<file path="src/rtl/syscall_pkg.sv">
// ---------------------------------------------------------------------------
// syscall_pkg
// Shared constants and types for the syscall service unit:
//   - MIPS service codes held in $v0 when `syscall` executes
//   - register-file indices of $v0 / $a0
//   - ASCII characters used by the integer print/read services
//   - FSM state encodings for the top-level unit and the itoa converter
//   - powers-of-ten table that drives the digit-by-digit conversion
// ---------------------------------------------------------------------------
package syscall_pkg;

   // Service codes (compared against the full 32-bit $v0 value).
   localparam logic [31:0] SYS_PRINT_INT  = 32'd1;
   localparam logic [31:0] SYS_READ_INT   = 32'd5;
   localparam logic [31:0] SYS_EXIT       = 32'd10;
   localparam logic [31:0] SYS_PRINT_CHAR = 32'd11;
   localparam logic [31:0] SYS_READ_CHAR  = 32'd12;

   // Register-file indices.
   localparam logic [4:0] REG_V0 = 5'd2;
   localparam logic [4:0] REG_A0 = 5'd4;

   // Characters.
   localparam logic [7:0] ASCII_MINUS = 8'h2D;
   localparam logic [7:0] ASCII_ZERO  = 8'h30;
   localparam logic [7:0] ASCII_NINE  = 8'h39;
   localparam logic [7:0] ASCII_NL    = 8'h0A;

   // Top-level service FSM.
   typedef enum logic [3:0] {
      ST_IDLE,
      ST_DECODE,
      ST_ITOA,
      ST_SEND,
      ST_RD_WAIT,
      ST_ECHO,
      ST_WB,
      ST_ERR,
      ST_HALT
   } state_t;

   // Integer-to-ASCII converter FSM.
   typedef enum logic [1:0] {
      IT_IDLE,
      IT_DIV,
      IT_EMIT
   } itoa_state_t;

   // 10^0 .. 10^9, indexed by decimal digit position.
   localparam int NUM_POW10 = 10;
   localparam logic [31:0] POW10 [NUM_POW10] = '{
      32'd1,        32'd10,        32'd100,        32'd1000,
      32'd10000,    32'd100000,    32'd1000000,    32'd10000000,
      32'd100000000, 32'd1000000000
   };

   // Table lookup with a safe value for unused index codes.
   function automatic logic [31:0] pow10(input logic [3:0] idx);
      logic [31:0] val;
      val = 32'd1;
      if (idx < 4'(NUM_POW10)) val = POW10[idx];
      return val;
   endfunction

endpackage : syscall_pkg

</file>
<file path="src/rtl/syscall_itoa.sv">
// ---------------------------------------------------------------------------
// syscall_itoa
// Converts a signed 32-bit value into its decimal ASCII representation and
// streams the characters out over a valid/ready interface, most significant
// digit first. A leading '-' is emitted for negative values; the magnitude
// is the two's-complement negation taken as unsigned, so 0x80000000 prints
// as -2147483648. Leading zeros are suppressed; zero prints as "0".
// Each digit is found by repeated subtraction of 10^idx, one subtraction per
// cycle (at most 9 cycles per digit).
//
// Parameters:
//   MAX_DIGITS  - decimal digit positions scanned (10 for 32 bits)
// Ports:
//   clk, rst_n    - clock, asynchronous active-low reset
//   start_i       - begin converting value_i (accepted only when idle)
//   value_i       - signed value to convert
//   out_data_o    - character to send
//   out_valid_o   - out_data_o valid
//   out_ready_i   - sink accepts out_data_o
//   done_o        - one-cycle pulse after the last character is accepted
// ---------------------------------------------------------------------------
module syscall_itoa
   import syscall_pkg::*;
#(
   parameter int MAX_DIGITS = 10
) (
   input  logic        clk,
   input  logic        rst_n,
   input  logic        start_i,
   input  logic [31:0] value_i,
   output logic [7:0]  out_data_o,
   output logic        out_valid_o,
   input  logic        out_ready_i,
   output logic        done_o
);

   itoa_state_t state_q;
   logic [31:0] mag_q;        // remaining magnitude
   logic [3:0]  idx_q;        // current digit position (power of ten)
   logic [3:0]  dig_q;        // subtractions done for current digit
   logic        started_q;    // a non-zero digit has been emitted
   logic        sign_q;       // character in flight is the '-' sign
   logic [7:0]  out_data_q;
   logic        out_valid_q;
   logic        done_q;

   logic [31:0] pw;
   logic [31:0] rem_d;
   logic [3:0]  cnt_d;
   logic        digit_done;

   // One subtraction step; the digit is complete once the remainder drops
   // below the current power, so no cycle is spent on a failing compare.
   always_comb begin
      // NOTE: every always_comb output gets a default first so no path
      // leaves it unassigned, which would infer a latch.
      pw    = pow10(idx_q);
      rem_d = mag_q;
      cnt_d = dig_q;
      if (mag_q >= pw) begin
         rem_d = mag_q - pw;
         cnt_d = dig_q + 4'd1;
      end
   end

   assign digit_done = (rem_d < pw);

   always_ff @(posedge clk or negedge rst_n) begin
      // NOTE: sequential state uses non-blocking assignments only, so every
      // register samples pre-edge values regardless of statement order.
      if (!rst_n) begin
         state_q     <= IT_IDLE;
         mag_q       <= '0;
         idx_q       <= '0;
         dig_q       <= '0;
         started_q   <= 1'b0;
         sign_q      <= 1'b0;
         out_data_q  <= '0;
         out_valid_q <= 1'b0;
         done_q      <= 1'b0;
      end else begin
         case (state_q)
            IT_IDLE: begin
               done_q <= 1'b0;
               if (start_i) begin
                  mag_q     <= value_i[31] ? (~value_i + 32'd1) : value_i;
                  idx_q     <= 4'(MAX_DIGITS - 1);
                  dig_q     <= '0;
                  started_q <= 1'b0;
                  sign_q    <= value_i[31];
                  if (value_i[31]) begin
                     out_data_q  <= ASCII_MINUS;
                     out_valid_q <= 1'b1;
                     state_q     <= IT_EMIT;
                  end else begin
                     state_q <= IT_DIV;
                  end
               end
            end

            IT_DIV: begin
               mag_q <= rem_d;
               if (!digit_done) begin
                  dig_q <= cnt_d;
               end else begin
                  dig_q <= '0;
                  // Units digit is always printed so that zero yields "0".
                  if (cnt_d != 4'd0 || started_q || idx_q == 4'd0) begin
                     out_data_q  <= ASCII_ZERO + {4'd0, cnt_d};
                     out_valid_q <= 1'b1;
                     started_q   <= 1'b1;
                     state_q     <= IT_EMIT;
                  end else begin
                     idx_q <= idx_q - 4'd1;
                  end
               end
            end

            IT_EMIT: begin
               if (out_ready_i) begin
                  out_valid_q <= 1'b0;
                  if (sign_q) begin
                     sign_q  <= 1'b0;
                     state_q <= IT_DIV;
                  end else if (idx_q == 4'd0) begin
                     done_q  <= 1'b1;
                     state_q <= IT_IDLE;
                  end else begin
                     idx_q   <= idx_q - 4'd1;
                     state_q <= IT_DIV;
                  end
               end
            end

            default: state_q <= IT_IDLE;
         endcase
      end
   end

   assign out_data_o  = out_data_q;
   assign out_valid_o = out_valid_q;
   assign done_o      = done_q;

endmodule : syscall_itoa

</file>
<file path="src/rtl/syscall_unit.sv">
// ---------------------------------------------------------------------------
// syscall_unit
// Services the MIPS `syscall` instruction. On a syscall pulse the $v0
// service code and $a0 argument are captured; the unit then prints an
// integer or character over the tx channel, reads an integer or character
// from the rx channel and writes it back to $v0, halts on exit, or flags an
// unknown code. The pipeline is stalled for the whole service.
//
// Build option:
//   SYSCALL_ECHO_EN - when defined, every character accepted by a read is
//                     echoed on tx before the next one is accepted.
//
// Parameters:
//   V0_IDX      - register index written with read results
//   MAX_DIGITS  - decimal digits for a 32-bit magnitude
// Ports:
//   clk, rst_n            - clock, asynchronous active-low reset
//   syscall               - one-cycle pulse: syscall decoded
//   v0, a0                - register-file $v0 / $a0 values
//   stall                 - hold PC/pipeline
//   halted                - exit taken (sticky until reset)
//   err                   - one-cycle pulse: unknown service code
//   tx_data/valid/ready   - output character channel
//   rx_data/valid/ready   - input character channel
//   rf_write/_reg/wdata   - register-file write port
// ---------------------------------------------------------------------------
module syscall_unit
   import syscall_pkg::*;
#(
   parameter int V0_IDX     = 2,
   parameter int MAX_DIGITS = 10
) (
   input  logic        clk,
   input  logic        rst_n,
   input  logic        syscall,
   input  logic [31:0] v0,
   input  logic [31:0] a0,
   output logic        stall,
   output logic        halted,
   output logic        err,
   output logic [7:0]  tx_data,
   output logic        tx_valid,
   input  logic        tx_ready,
   input  logic [7:0]  rx_data,
   input  logic        rx_valid,
   output logic        rx_ready,
   output logic        rf_write,
   output logic [4:0]  rf_write_reg,
   output logic [31:0] rf_wdata
);

   state_t      state_q;
   logic [31:0] code_q;
   logic [31:0] arg_q;
   logic [31:0] acc_q;         // read_int accumulator (wraps mod 2^32)
   logic        neg_q;         // read_int saw a leading '-'
   logic        first_q;       // next rx character is the first of the read
   logic [7:0]  tx_data_q;
   logic        tx_valid_q;
   logic        halted_q;
   logic        err_q;
   logic        rf_write_q;
   logic [4:0]  rf_write_reg_q;
   logic [31:0] rf_wdata_q;
`ifdef SYSCALL_ECHO_EN
   logic        fin_q;         // echo in flight ends the read
`endif

   logic        itoa_start;
   logic        itoa_ready;
   logic [7:0]  itoa_data;
   logic        itoa_valid;
   logic        itoa_done;

   logic        rx_fire;
   logic        rx_is_digit;
   logic        rx_is_lead_minus;
   logic        rx_last;
   logic [31:0] acc_x10;
   logic [31:0] rx_result;

   // ---------------------------------------------------------------------
   // Integer-to-ASCII converter; its stream is muxed onto tx while printing.
   // ---------------------------------------------------------------------
   assign itoa_start = (state_q == ST_DECODE) && (code_q == SYS_PRINT_INT);
   assign itoa_ready = tx_ready && (state_q == ST_ITOA);

   syscall_itoa #(
      .MAX_DIGITS (MAX_DIGITS)
   ) u_itoa (
      .clk         (clk),
      .rst_n       (rst_n),
      .start_i     (itoa_start),
      .value_i     (arg_q),
      .out_data_o  (itoa_data),
      .out_valid_o (itoa_valid),
      .out_ready_i (itoa_ready),
      .done_o      (itoa_done)
   );

   // ---------------------------------------------------------------------
   // Read-path decode of the incoming character.
   // ---------------------------------------------------------------------
   assign rx_ready         = (state_q == ST_RD_WAIT);
   assign rx_fire          = rx_valid && rx_ready;
   assign rx_is_digit      = (rx_data >= ASCII_ZERO) && (rx_data <= ASCII_NINE);
   assign rx_is_lead_minus = first_q && (rx_data == ASCII_MINUS);
   assign acc_x10          = (acc_q << 3) + (acc_q << 1);

   always_comb begin
      rx_last   = 1'b0;
      rx_result = neg_q ? (~acc_q + 32'd1) : acc_q;
      if (code_q == SYS_READ_CHAR) begin
         rx_last   = 1'b1;
         rx_result = {24'd0, rx_data};
      end else if (!rx_is_lead_minus && !rx_is_digit) begin
         rx_last = 1'b1;
      end
   end

   // ---------------------------------------------------------------------
   // Service FSM.
   // ---------------------------------------------------------------------
   always_ff @(posedge clk or negedge rst_n) begin
      if (!rst_n) begin
         state_q        <= ST_IDLE;
         code_q         <= '0;
         arg_q          <= '0;
         acc_q          <= '0;
         neg_q          <= 1'b0;
         first_q        <= 1'b0;
         tx_data_q      <= '0;
         tx_valid_q     <= 1'b0;
         halted_q       <= 1'b0;
         err_q          <= 1'b0;
         rf_write_q     <= 1'b0;
         rf_write_reg_q <= '0;
         rf_wdata_q     <= '0;
`ifdef SYSCALL_ECHO_EN
         fin_q          <= 1'b0;
`endif
      end else begin
         case (state_q)
            ST_IDLE: begin
               if (syscall && !halted_q) begin
                  code_q  <= v0;
                  arg_q   <= a0;
                  state_q <= ST_DECODE;
               end
            end

            ST_DECODE: begin
               case (code_q)
                  SYS_PRINT_INT:  state_q <= ST_ITOA;
                  SYS_PRINT_CHAR: begin
                     tx_data_q  <= arg_q[7:0];
                     tx_valid_q <= 1'b1;
                     state_q    <= ST_SEND;
                  end
                  SYS_READ_INT, SYS_READ_CHAR: begin
                     acc_q   <= '0;
                     neg_q   <= 1'b0;
                     first_q <= 1'b1;
                     state_q <= ST_RD_WAIT;
                  end
                  SYS_EXIT: begin
                     halted_q <= 1'b1;
                     state_q  <= ST_HALT;
                  end
                  default: begin
                     err_q   <= 1'b1;
                     state_q <= ST_ERR;
                  end
               endcase
            end

            ST_ITOA: begin
               if (itoa_done) state_q <= ST_IDLE;
            end

            ST_SEND: begin
               if (tx_ready) begin
                  tx_valid_q <= 1'b0;
                  state_q    <= ST_IDLE;
               end
            end

            ST_RD_WAIT: begin
               if (rx_fire) begin
                  first_q <= 1'b0;
                  if (rx_is_lead_minus) neg_q <= 1'b1;
                  if (rx_is_digit) acc_q <= acc_x10 + {28'd0, rx_data[3:0]};
                  if (rx_last) rf_wdata_q <= rx_result;
`ifdef SYSCALL_ECHO_EN
                  tx_data_q  <= rx_data;
                  tx_valid_q <= 1'b1;
                  fin_q      <= rx_last;
                  state_q    <= ST_ECHO;
`else
                  if (rx_last) begin
                     rf_write_q     <= 1'b1;
                     rf_write_reg_q <= 5'(V0_IDX);
                     state_q        <= ST_WB;
                  end
`endif
               end
            end

`ifdef SYSCALL_ECHO_EN
            ST_ECHO: begin
               if (tx_ready) begin
                  tx_valid_q <= 1'b0;
                  if (fin_q) begin
                     rf_write_q     <= 1'b1;
                     rf_write_reg_q <= 5'(V0_IDX);
                     state_q        <= ST_WB;
                  end else begin
                     state_q <= ST_RD_WAIT;
                  end
               end
            end
`endif

            ST_WB: begin
               rf_write_q     <= 1'b0;
               rf_write_reg_q <= '0;
               rf_wdata_q     <= '0;
               state_q        <= ST_IDLE;
            end

            ST_ERR: begin
               err_q   <= 1'b0;
               state_q <= ST_IDLE;
            end

            ST_HALT: state_q <= ST_HALT;

            default: state_q <= ST_IDLE;
         endcase
      end
   end

   // ---------------------------------------------------------------------
   // Outputs. Stall is raised combinationally in the capture cycle so the
   // instruction after the syscall never advances; gating with rst_n keeps
   // every output low while reset is asserted.
   // ---------------------------------------------------------------------
   assign stall        = rst_n && ((state_q != ST_IDLE) || (syscall && !halted_q));
   assign halted       = halted_q;
   assign err          = err_q;
   assign tx_valid     = (state_q == ST_ITOA) ? itoa_valid : tx_valid_q;
   assign tx_data      = (state_q == ST_ITOA) ? itoa_data  : tx_data_q;
   assign rf_write     = rf_write_q;
   assign rf_write_reg = rf_write_reg_q;
   assign rf_wdata     = rf_wdata_q;

endmodule : syscall_unit

</file>
<file path="config.mk">
export PLATFORM = sky130hd
export DESIGN_NAME = syscall_unit
export DESIGN_NICKNAME = d
export VERILOG_FILES = /design/src/rtl/syscall_pkg.sv /design/src/rtl/syscall_itoa.sv /design/src/rtl/syscall_unit.sv
export SDC_FILE = /design/constraint.sdc
export NUM_CORES = 1
export LEC_CHECK = 0
export CAP_MARGIN = 25
export CORE_UTILIZATION = 60
export CTS_CLUSTER_SIZE = 24
export DETAILED_ROUTE_END_ITERATION = 6
export MAX_ROUTING_LAYER = met4
export PLACE_DENSITY = 0.82
export SETUP_SLACK_MARGIN = 0.3
export SYNTH_ARGS = -nofsm -noshare
export SYNTH_HDL_FRONTEND = slang
export SYNTH_SLANG_ARGS = --single-unit
</file>
<file path="constraint.sdc">
create_clock -name clk -period 13.2 [get_ports clk]
set_input_delay 2.64 -clock clk [delete_from_list [all_inputs] [get_ports clk]]
set_output_delay 2.64 -clock clk [all_outputs]
set_load 0.005 [all_outputs]
</file>
==> results.md, run 1 <==
* Vias per cell at approximately 6.3
* CTS buffer count at 17
* Routed vias at 12.6k
* Clk sinks at a little under 200
* Setup crit start kind: flop
* Mean post-synth cell area at 9.06 um2
* Area delta synth->final at 14.6%
* Worst slew margin at 29.3%
* Tightest Pin Transition at 1050 ps
* Crit path kind: flop to flop
* Clock transition at the registers of the reported paths at 80 ps
* Internal at 2.29 mW
* Pre-antenna DRT Iters at 6
* Max FO, Critical Path at 19
* WP data required at 13520 ps
* Mapped cell area at around 0.014 mm2
* Final Slew Violations at 0
* Largest cells by area after synthesis: dfrtp_1 34%, ha_1 11%, mux2_2 6.7%
* Period minus WS final at 7580 ps
* CP peak stage delay at 560 ps
* Fillers at between 1.5k and 2k
* CP max stage cell: nor3_1
* Fin util at 70.2%
* Core area at 0.0235 mm2
* Grt ovf at 0
* Part of the power in the clock network at approximately an eighth
* CTS Root Buffer Type: clkbuf_16
* Die area at 0.0247 mm2
* Fmax at 132 MHz
* Reg2reg setup slack at roughly 5600 ps
* Seq pwr share at between 20 and 25%
* Layout Nets at approximately 1.9k
* Yosys top cell area share at 34.3%
* Initial Util at 61.3%
* Hold-fix buffers at CTS at 0
* Hold Vio Cnt, Final at 0
* Die height at between 150 and 200 um
* Post-synth EDFFs at 0
* Setup Fix Bufs, Post-CTS at 0
* Die Width at roughly 160 um
* Post-route ant nets at 0
* DRC at 0
* Num ports at 128
* Power Density at roughly 280 mW/mm2
* Sequential share of the synthesized area at between 30 and 40%
* Synthesized flop and latch total at 198
* Share of layout cells above drive strength 1 at under 10%
* Maximum vdd drop at 0.159 mV
* Layout Cells excl Fill at around 2k
* Most used cell, CP: a21oi_1
* Clk buf depth at 2
* WL per Instance at 18.7 um
* Final Cycle Share at 57.5%
* Setup violators final at 0
* Buffers on Ports at roughly 120
* Unique cell type count in the Yosys netlist at 81
* Htree depth at 4
* Placement Rows at 56
* Synth Flop Type: dfrtp_1
* Combinational group share of total power at 65.7%
* Commonest cells post-synth: 210 x nand2_1, 198 x dfrtp_1, 138 x o21ai_0
* Power Total at around 4.6 mW
* CTS tree: done
* CP Cell Sequence: inv_1 -> nor3_1 -> inv_1 -> nor2_1 -> inv_1 -> ha_1 -> a21oi_1 -> a21oi_1 -> a211o_1 -> a21oi_1 -> nand2_1 -> buf_4 -> a21oi_1 -> ha_1 -> a21o_1 -> a21o_1 -> a21oi_1 -> o21ai_0 -> a41oi_1 -> o311ai_0 -> a311oi_4 -> o2111ai_4 -> a21o_1 -> mux2_1
* Setup tns final at 0 ps
* Vias in the first global route at 11.9k
* CP Capture Type: flop
* Unrepaired setup endpoints after global routing: no
* HP Class: flop to flop
* GRT Total Usage at 32.7%
* Async S/R FF share, synth at 100%
* DP HPWL at between 20000 and 30000 um
* Worst-Skew Late Latency at 450 ps
* Leakage at 7.26 nW
* Outcome: finished, final reports clean
* Max-Cap Viols at 0
* Routed wire length at 37600 um
* Critical path's top delay family: compound AO/OA/AOI/OAI gates
* Dpl cells at 1983
* Number of diodes at 0
* Top-count cell post-synth: nand2_1
* Initial antenna violation count at 0
* CP Buf/Inv Count at 4
* Switching Fraction at about half
* 1st-iter DRT viols at 1108
* P_sw at 2.27 mW
* Placer Congestion at between 1 and 1.5
* Largest net degree at the start of global routing at 88
* Syn. warnings at 0
* First-pass GRT wire length at 61500 um
* Skew final at slightly below 20 ps
* Post-Syn Instances at 1593
* Leading area contributor after synthesis: dfrtp_1
* Arr. time, crit path at 7900 ps
* Post-cts resize count at 0
[routing by layer]
metal  up-vias  track usage [%]  routed length [um]
li1       6006                -                   -
met2       507             48.9               16800
met3        60             6.25                2820
met4         0             8.69                 726
met1      6029             45.4               17300
met5         -                -                   0
[through the flow]
| stage | area [um2] | setup WS [ps] | hold slack (ps) |
|---|---|---|---|
| final | 16500 | 5620 | 483 |
| after global routing | 16500 | 5040 | 497 |
| after CTS | 16500 | 5740 | 488 |
| after detailed placement | 15900 | 5770 | 469 |
| after global placement | 15900 | 6110 | 462 |
| after floorplan | 14400 | 7150 | 433 |
[cells in the final DEF, fill, tap and decap left out, types with 5 or more instances in the layout]
| master | count |
|---|---|
| o21bai_1 | 13 |
| nand4_1 | 13 |
| o21ai_0 | 138 |
| buf_4 | 10 |
| mux2i_1 | 16 |
| a31oi_1 | 12 |
| o22ai_1 | 9 |
| and2_1 | 7 |
| nand3_1 | 22 |
| nor2b_1 | 17 |
| a211oi_1 | 8 |
| nand3b_1 | 5 |
| a21oi_1 | 112 |
| ha_1 | 129 |
| nor2_1 | 93 |
| o31ai_1 | 31 |
| o21a_1 | 13 |
| dfrtp_1 | 198 |
| and3_1 | 11 |
| nand2b_1 | 22 |
| a21o_1 | 25 |
| nand2_1 | 209 |
| inv_8 | 6 |
| inv_1 | 36 |
| xor2_1 | 73 |
| nor3_1 | 18 |
| clkbuf_16 | 17 |
| a32o_1 | 6 |
| o211ai_1 | 9 |
| mux2_2 | 86 |
| a21boi_0 | 6 |
| clkdlybuf4s50_1 | 122 |
| o41ai_1 | 13 |
| nor4_1 | 14 |
| o221ai_1 | 5 |
| or3_1 | 24 |
| or4_1 | 9 |
| xnor2_1 | 43 |
[worst reg2reg max path: stages (launching register included)]
cell	delay, ps
dfrtp_1	490
inv_1	160
nor3_1	560
inv_1	200
nor2_1	380
inv_1	270
ha_1	410
a21oi_1	320
a21oi_1	120
a211o_1	320
a21oi_1	350
nand2_1	510
buf_4	390
a21oi_1	210
ha_1	280
a21o_1	180
a21o_1	170
a21oi_1	180
o21ai_0	100
a41oi_1	240
o311ai_0	260
a311oi_4	440
o2111ai_4	320
a21o_1	290
mux2_1	310
[area by class of cell]
class	instances	area, um2	area share (%)
inverter	37	139	0.840
clock inverter	15	175	1.06
sequential	198	4950	30.0
clock buffer	17	425	2.57
tap	319	399	2.41
timing repair buffer	134	1340	8.09
multi-input combinational	1295	9110	55.1
[power by group through the flow]
stage	combinational [mW]	sequential (mW)	clock [mW]
after CTS	2.94	1.02	0.541
after detailed placement	2.90	1.03	0
final	2.99	1.03	0.533
after global placement	2.86	1.02	0
after global routing	3.30	1.06	0.566
after floorplan	2.20	0.939	0
[cell families after synthesis]
logic type / Yosys count / synth area share [%]
multiplexers: 104 / 7.97
flip-flops: 198 / 34.3
XOR/XNOR: 116 / 7.04
buffers and inverters: 103 / 2.83
AND/OR/NAND/NOR: 482 / 15.7
other: 1 / 0.0260
AO/OA/AOI/OAI: 456 / 20.5
adder cells (fa/ha/maj): 133 / 11.7
[path summary, 6_finish.rpt]
path | start | endpoint | cells after the start
min in group asynchronous | rst_n | code_q[25]$_DFFE_PN0P_ | 1
worst min-delay path | rf_wdata[26]$_DFFE_PN0P_ | rf_wdata[26]$_DFFE_PN0P_ | 2
max in group asynchronous | rst_n | rf_wdata[26]$_DFFE_PN0P_ | 2
worst min register to register | rf_wdata[26]$_DFFE_PN0P_ | rf_wdata[26]$_DFFE_PN0P_ | 2
worst max-delay path | u_itoa.idx_q[3]$_DFFE_PN0P_ | u_itoa.state_q[0]$_DFFE_PN0P_ | 24
worst max register to register | u_itoa.idx_q[3]$_DFFE_PN0P_ | u_itoa.state_q[0]$_DFFE_PN0P_ | 24
(Power assumes the default switching activity.)
==> run 2, diff against run 1 <==
--- a/config.mk
+++ b/config.mk
@@ -6,11 +6,11 @@
 export NUM_CORES = 1
 export LEC_CHECK = 0
 export CAP_MARGIN = 25
-export CORE_UTILIZATION = 60
+export CORE_UTILIZATION = 59
 export CTS_CLUSTER_SIZE = 24
 export DETAILED_ROUTE_END_ITERATION = 6
 export MAX_ROUTING_LAYER = met4
-export PLACE_DENSITY = 0.82
+export PLACE_DENSITY = 0.8
 export SETUP_SLACK_MARGIN = 0.3
 export SYNTH_ARGS = -nofsm -noshare
 export SYNTH_HDL_FRONTEND = slang
==> constraint.sdc (replaced) <==
create_clock -name clk -period 7.7 [get_ports clk]
set_input_delay 1.54 -clock clk [delete_from_list [all_inputs] [get_ports clk]]
set_output_delay 1.54 -clock clk [all_outputs]
set_load 0.005 [all_outputs]
==> run 2 against run 1 <==
Compared with the run above: flip-flop and latch count unchanged; total power is 72% higher; largest power group unchanged; die area is 1.7% higher; first-iteration DRC count is 5.9% lower; routed wire length fell by 0.26%.
==> results.md, run 2 (same netlist as run 1, synthesis figures left out) <==
* Maximum vdd drop at 0.210 mV (was 0.159 mV)
* Core area at 0.0238 mm2 (was 0.0235 mm2)
* Outcome: finished, final reports clean (unchanged)
* First-pass GRT wire length at 62100 um (was 61500 um)
* Num ports at 128 (unchanged)
* Vias in the first global route at 11.9k (about the same)
* 1st-iter DRT viols at 1043 (was 1108)
* Tightest Pin Transition at 959 ps (was 1050 ps)
* Htree depth at 4 (unchanged)
* Leakage at 7.29 nW (was 7.26 nW)
* P_sw at 3.87 mW (was 2.27 mW)
* Post-route ant nets at 0 (unchanged)
* Clk sinks at 198 (unchanged)
* Initial Util at 60.8% (was 61.3%)
* Die area at 0.0251 mm2 (was 0.0247 mm2)
* Max-Cap Viols at 0 (unchanged)
* Initial antenna violation count at 0 (unchanged)
* Arr. time, crit path at 7290 ps (was 7900 ps)
* Routed wire length at 37500 um (was 37600 um)
* Vias per cell at 6.21 (was 6.25)
* Setup crit start kind: flop (unchanged)
* HP Class: flop to flop (unchanged)
* Setup tns final at 0 ps (unchanged)
* Combinational group share of total power at 65.5% (was 65.7%)
* Commonest non-fill, non-tap cell in the layout: nand2_1 (unchanged)
* Area delta synth->final at 15.0% (was 14.6%)
* Clock transition at the registers of the reported paths at 90 ps (was 80 ps)
* Largest net degree at the start of global routing at 89 (was 88)
* Setup Fix Bufs, Post-CTS at 0 (unchanged)
* Pre-antenna DRT Iters at 5 (was 6)
* Unrepaired setup endpoints after global routing: no (unchanged)
* CTS Root Buffer Type: clkbuf_16 (unchanged)
* Fin util at 69.9% (was 70.2%)
* Post-cts resize count at 0 (unchanged)
* Final Slew Violations at 0 (unchanged)
* Hold Vio Cnt, Final at 0 (unchanged)
* GRT Total Usage at 32.4% (was 32.7%)
* CTS buffer count at 17 (unchanged)
* Worst-Skew Late Latency at 450 ps (about the same)
* Skew final at 21.1 ps (was 19.7 ps)
* Most frequent cells in the layout: 209 x nand2_1, 198 x dfrtp_1, 138 x o21ai_0, 129 x ha_1, 122 x clkdlybuf4s50_1 (unchanged)
* Power Density at 471 mW/mm2 (was 276 mW/mm2)
* Hold-fix buffers at CTS at 0 (unchanged)
* WL per Instance at 18.6 um (was 18.7 um)
* DRC at 0 (unchanged)
* Placer Congestion at 1.04 (was 1.03)
* Number of diodes at 0 (unchanged)
* Crit path kind: flop to flop (unchanged)
* Share of layout cells above drive strength 1 at 9.12% (was 8.79%)
* Max FO, Critical Path at 19 (unchanged)
* CP Capture Type: flop (unchanged)
* Seq pwr share at 22.5% (was 22.6%)
* DP HPWL at 27900 um (was 28100 um)
* Buffers on Ports at 123 (unchanged)
* Clk buf depth at 2 (unchanged)
* Internal at 3.95 mW (was 2.29 mW)
* Grt ovf at 0 (unchanged)
* Part of the power in the clock network at 12.0% (was 11.7%)
* Worst slew margin at 36.0% (was 29.3%)
* WP data required at 8020 ps (was 13520 ps)
* Routed vias at 12.5k (was 12.6k)
* Final Cycle Share at 90.6% (was 57.5%)
* CTS tree: done (unchanged)
* Setup violators final at 0 (unchanged)
* Switching Fraction at 49.5% (was 49.7%)
* Fillers at 1769 (was 1827)
* Period minus WS final at 6970 ps (was 7580 ps)
* Die Width at 158 um (was 157 um)
* Layout Nets at 1897 (was 1893)
* Fmax at 143 MHz (was 132 MHz)
* Die height at 158 um (was 157 um)
* Placement Rows at 56 (unchanged)
## run 2: cell count changes in the layout (fill, tap and decap cells not counted)
cell        before  now
inv_12           0    1
and2_2           0    1
buf_4           10   14
and2_1           7    6
nor3_2           0    1
clkinv_8         4    8
clkinvlp_4       1    0
nor3_1          18   17
inv_8            6    2
## run 2: critical path, cell delays in order (launching register included)
cell and delay [ps]:
dfrtp_1 480, inv_1 170, nor3_2 380, inv_1 160, nor2_1 400, inv_1 280, ha_1 410, a21oi_1 310
a21oi_1 110, a211o_1 330, a21oi_1 380, nand2_1 130, buf_4 230, a21oi_1 200, ha_1 280, a21o_1 180
a21o_1 170, a21oi_1 250, o21ai_0 130, a41oi_1 230, o311ai_0 260, a311oi_4 450, o2111ai_4 320, a21o_1 290
mux2_1 310
## run 2: layout make-up
class	instances	area [um2]	share of cell area [%]
tap	319	399	2.40
timing repair buffer	138	1370	8.24
clock buffer	17	425	2.56
multi-input combinational	1295	9110	54.9
sequential	198	4950	29.8
inverter	37	139	0.837
clock inverter	15	204	1.23
## run 2: layer usage
metal	GRT usage [%]	part of all wire [%]
met1	45.9	47
met2	48.5	45
met3	5.53	6.9
met4	7.01	1.4
met5	-	0
## run 2: final timing paths
check	start	end	slack (ps)	depth (start not counted)
min reg2reg	first_q$_DFFE_PN0P_	first_q$_DFFE_PN0P_	480	1
min in group asynchronous	rst_n	code_q[28]$_DFFE_PN0P_	1120	1
max	u_itoa.idx_q[3]$_DFFE_PN0P_	u_itoa.state_q[0]$_DFFE_PN0P_	730	24
max reg2reg	u_itoa.idx_q[3]$_DFFE_PN0P_	u_itoa.state_q[0]$_DFFE_PN0P_	730	24
min	first_q$_DFFE_PN0P_	first_q$_DFFE_PN0P_	480	1
max in group asynchronous	rst_n	acc_q[25]$_DFFE_PN0P_	4610	3
## run 2: through the flow
stage | total power [mW] | setup WS [ps] | hold WS [ps] | cells | area (um2)
after floorplan | 5.39 | 1650 | 433 | 1596 | 14400
after global placement | 6.64 | 961 | 454 | 1986 | 15900
after detailed placement | 6.74 | 703 | 458 | 1987 | 16000
after CTS | 7.72 | 660 | 479 | 2019 | 16600
after global routing | 8.47 | 372 | 513 | 2019 | 16600
final | 7.82 | 728 | 477 | 2019 | 16600
## run 2: power groups by stage
stage                     Clock [mW]  Combinational [mW]  Sequential, mW
after global routing           0.993                5.67            1.81
after detailed placement           0                4.98            1.76
after global placement             0                4.89            1.74
after floorplan                    0                3.78            1.61
after CTS                      0.952                5.02            1.75
final                          0.935                5.12            1.76
==> run 3, diff against run 2 <==
--- a/config.mk
+++ b/config.mk
@@ -9,9 +9,11 @@
 export CORE_UTILIZATION = 59
 export CTS_CLUSTER_SIZE = 24
 export DETAILED_ROUTE_END_ITERATION = 6
+export GPL_TIMING_DRIVEN = 0
 export MAX_ROUTING_LAYER = met4
 export PLACE_DENSITY = 0.8
 export SETUP_SLACK_MARGIN = 0.3
 export SYNTH_ARGS = -nofsm -noshare
 export SYNTH_HDL_FRONTEND = slang
 export SYNTH_SLANG_ARGS = --single-unit
+export TNS_END_PERCENT = 10
==> run 3 against run 2 <==
Compared with the run above: register-to-register slack worse by 290 ps; worst setup slack worse by 290 ps; sequential power down 2%; via count up 3.2%; routed wire length up 6.9%; critical path type unchanged.
==> results.md, run 3 (same netlist as run 1, synthesis figures left out) <==
* Fin util at 70.7% (was 69.9%)
* Non-Filler Cell Area, Final at 0.0168 mm2 (was 0.0166 mm2)
* Final Cycle Share at 94.3% (was 90.6%)
* Met3 usage at 5.74% (was 5.53%)
* DRC at 0 (unchanged)
* DP HPWL at 29800 um (was 27900 um)
* CTS buffer count at 17 (unchanged)
* Skew final at 20.1 ps (was 21.1 ps)
* Clk buf depth at 2 (unchanged)
* Final Slew Violations at 0 (unchanged)
* Reg2reg setup slack at 440 ps (was 730 ps)
* Setup Fix Bufs, Post-CTS at 0 (unchanged)
* Core area at 0.0238 mm2 (unchanged)
* Htree depth at 4 (unchanged)
* Clock transition at the registers of the reported paths at 80 ps (was 90 ps)
* Post-route ant nets at 0 (unchanged)
* Buffers on Ports at 123 (unchanged)
* Die height at 158 um (unchanged)
* Clk sinks at 198 (unchanged)
* Met1 Use GR at 45.7% (was 45.9%)
* Num ports at 128 (unchanged)
* CTS Root Buffer Type: clkbuf_16 (unchanged)
* Most frequent cells in the layout: 208 x nand2_1, 198 x dfrtp_1, 138 x o21ai_0, 130 x ha_1, 122 x clkdlybuf4s50_1 (was 209 x nand2_1, 198 x dfrtp_1, 138 x o21ai_0, 129 x ha_1, 122 x clkdlybuf4s50_1)
* Vias per cell at 6.25 (was 6.21)
* R2r endpoint: u_itoa.out_valid_o$_DFFE_PN0P_ (was u_itoa.state_q[0]$_DFFE_PN0P_)
* Fmax at 138 MHz (was 143 MHz)
* Crit path kind: flop to flop (unchanged)
* M2 GR Usage at 52.5% (was 48.5%)
* Placer Congestion at 1.02 (was 1.04)
* Seq pwr share at 21.7% (was 22.5%)
* Switching Fraction at 50.1% (was 49.5%)
* WP data required at 8060 ps (was 8020 ps)
* GRT Total Usage at 33.9% (was 32.4%)
* Dpl ws at 75.6 ps (was 703 ps)
* WL per Instance at 19.4 um (was 18.6 um)
* P_sw at 3.96 mW (was 3.87 mW)
* Pre-antenna DRT Iters at 6 (was 5)
* Worst reg2reg startpoint: u_itoa.idx_q[3]$_DFFE_PN0P_ (unchanged)
* Die Width at 158 um (unchanged)
* Worst reg-to-reg path cell count at 23 (was 24)
* Max FO, Critical Path at 10 (was 19)
* Die area at 0.0251 mm2 (unchanged)
* Tightest Pin Transition at 986 ps (was 959 ps)
* Initial Util at 60.8% (unchanged)
* Initial antenna violation count at 0 (unchanged)
* Dpl cell area at 0.0161 mm2 (was 0.0160 mm2)
* Outcome: finished, final reports clean (unchanged)
* Grt ovf at 0 (unchanged)
* Area delta synth->final at 16.3% (was 15.0%)
* First-pass GRT wire length at 64100 um (was 62100 um)
* Hold-fix buffers at CTS at 0 (unchanged)
* Power Total at 7.90 mW (was 7.82 mW)
* Period minus WS final at 7260 ps (was 6970 ps)
* Part of the power in the clock network at 11.9% (was 12.0%)
* Worst setup margin at 439 ps (was 728 ps)
* Unrepaired setup endpoints after global routing: no (unchanged)
* Hold Crit Depth at 2 (was 1)
* Worst Hold End: rf_wdata[28]$_DFFE_PN0P_ (was first_q$_DFFE_PN0P_)
* Power Density at 471 mW/mm2 (about the same)
* Setup violators final at 0 (unchanged)
* Share of layout cells above drive strength 1 at 9.02% (was 9.12%)
* Largest net degree at the start of global routing at 117 (was 89)
* Combinational group share of total power at 66.3% (was 65.5%)
* Routed wire length at 40100 um (was 37500 um)
* Maximum vdd drop at 0.246 mV (was 0.210 mV)
* Number of diodes at 0 (unchanged)
* CP Capture Type: flop (unchanged)
* Setup crit start kind: flop (unchanged)
* HP Class: flop to flop (unchanged)
* Hold slack at 482 ps (was 477 ps)
* CTS tree: done (unchanged)
* Vias in the first global route at 12.5k (was 11.9k)
* Max-Cap Viols at 0 (unchanged)
* Leakage at 7.35 nW (was 7.29 nW)
* Layout Nets at 1949 (was 1897)
* Routed vias at 12.9k (was 12.5k)
* Internal at 3.94 mW (was 3.95 mW)
* Hold Vio Cnt, Final at 0 (unchanged)
* Top Usage Layer GRT: met2 (unchanged)
* Hold Crit Start: rf_wdata[28]$_DFFE_PN0P_ (was first_q$_DFFE_PN0P_)
* Arr. time, crit path at 7620 ps (was 7290 ps)
* Placement Rows at 56 (unchanged)
* Commonest non-fill, non-tap cell in the layout: nand2_1 (unchanged)
* Worst slew margin at 34.3% (was 36.0%)
* 1st-iter DRT viols at 1229 (was 1043)
* Worst-Skew Late Latency at 460 ps (was 450 ps)
==> run 3: changes by cell type in the layout (fill, tap and decap cells not counted), moves of 4 or more <==
cell      change
clkbuf_1     +52
clkbuf_2      +5
buf_2         +4
buf_4         -9
==> run 3: how the worst max path moves through the flow <==
stage	slack, ps	from	cells past startpoint	end
finish	440	u_itoa.idx_q[3]$_DFFE_PN0P_	23	u_itoa.out_valid_o$_DFFE_PN0P_
global route	310	u_itoa.idx_q[3]$_DFFE_PN0P_	25	u_itoa.out_valid_o$_DFFE_PN0P_
CTS	310	u_itoa.idx_q[3]$_DFFE_PN0P_	24	u_itoa.out_valid_o$_DFFE_PN0P_
detailed placement	80	u_itoa.idx_q[3]$_DFFE_PN0P_	24	u_itoa.out_valid_o$_DFFE_PN0P_
global placement	-3500	rst_n	3	stall
floorplan	1650	u_itoa.idx_q[3]$_DFFE_PN0P_	25	u_itoa.state_q[0]$_DFFE_PN0P_
==> run 3: final cells by class <==
type	instances	area [um2]
inverter	37	139
sequential	198	4950
tap	319	399
buffer	66	278
multi-input combinational	1295	9120
fill	1808	6970
clock inverter	15	201
timing repair buffer	124	1260
clock buffer	17	425
==> run 3: through the flow <==
step | cells | setup TNS, ps
after CTS | 2071 | 0
final | 2071 | 0
after floorplan | 1596 | 0
after global routing | 2071 | 0
after global placement | 2038 | -646420
after detailed placement | 2039 | 0
==> run 3: layer usage <==
layer | wire length [um] | share of wire (%)
met2 | 18600 | 46
met3 | 3270 | 8.2
met5 | 0 | 0
met4 | 750 | 1.9
met1 | 17500 | 44
==> run 3: critical path, stage by stage (launching register included) <==
cell	delay, ps
dfrtp_1	500
inv_1	210
nor3_4	330
inv_1	170
nor2_2	240
inv_1	230
ha_1	430
nand2_1	130
nor4_2	450
o2111ai_2	330
and2_1	260
buf_2	190
clkbuf_2	280
o21ai_0	650
ha_1	370
o21ai_0	110
o21bai_1	120
a21oi_1	180
o211a_1	230
o311ai_0	260
a311oi_4	470
o2111ai_4	330
a2111oi_4	460
mux2i_1	240
==> run 3: power by group through the flow <==
stage | clock network (mW) | logic, mW | registers [mW]
floorplan | 0 | 3.78 | 1.61
global placement | 0 | 4.90 | 1.70
detailed placement | 0 | 5.03 | 1.72
CTS | 0.945 | 5.08 | 1.70
global route | 0.985 | 5.74 | 1.76
finish | 0.944 | 5.24 | 1.72
==> run 3: timing repair <==
action	CTS	global route
gates resized for setup	6	12
setup endpoints to repair	9	18
pin swaps	0	0
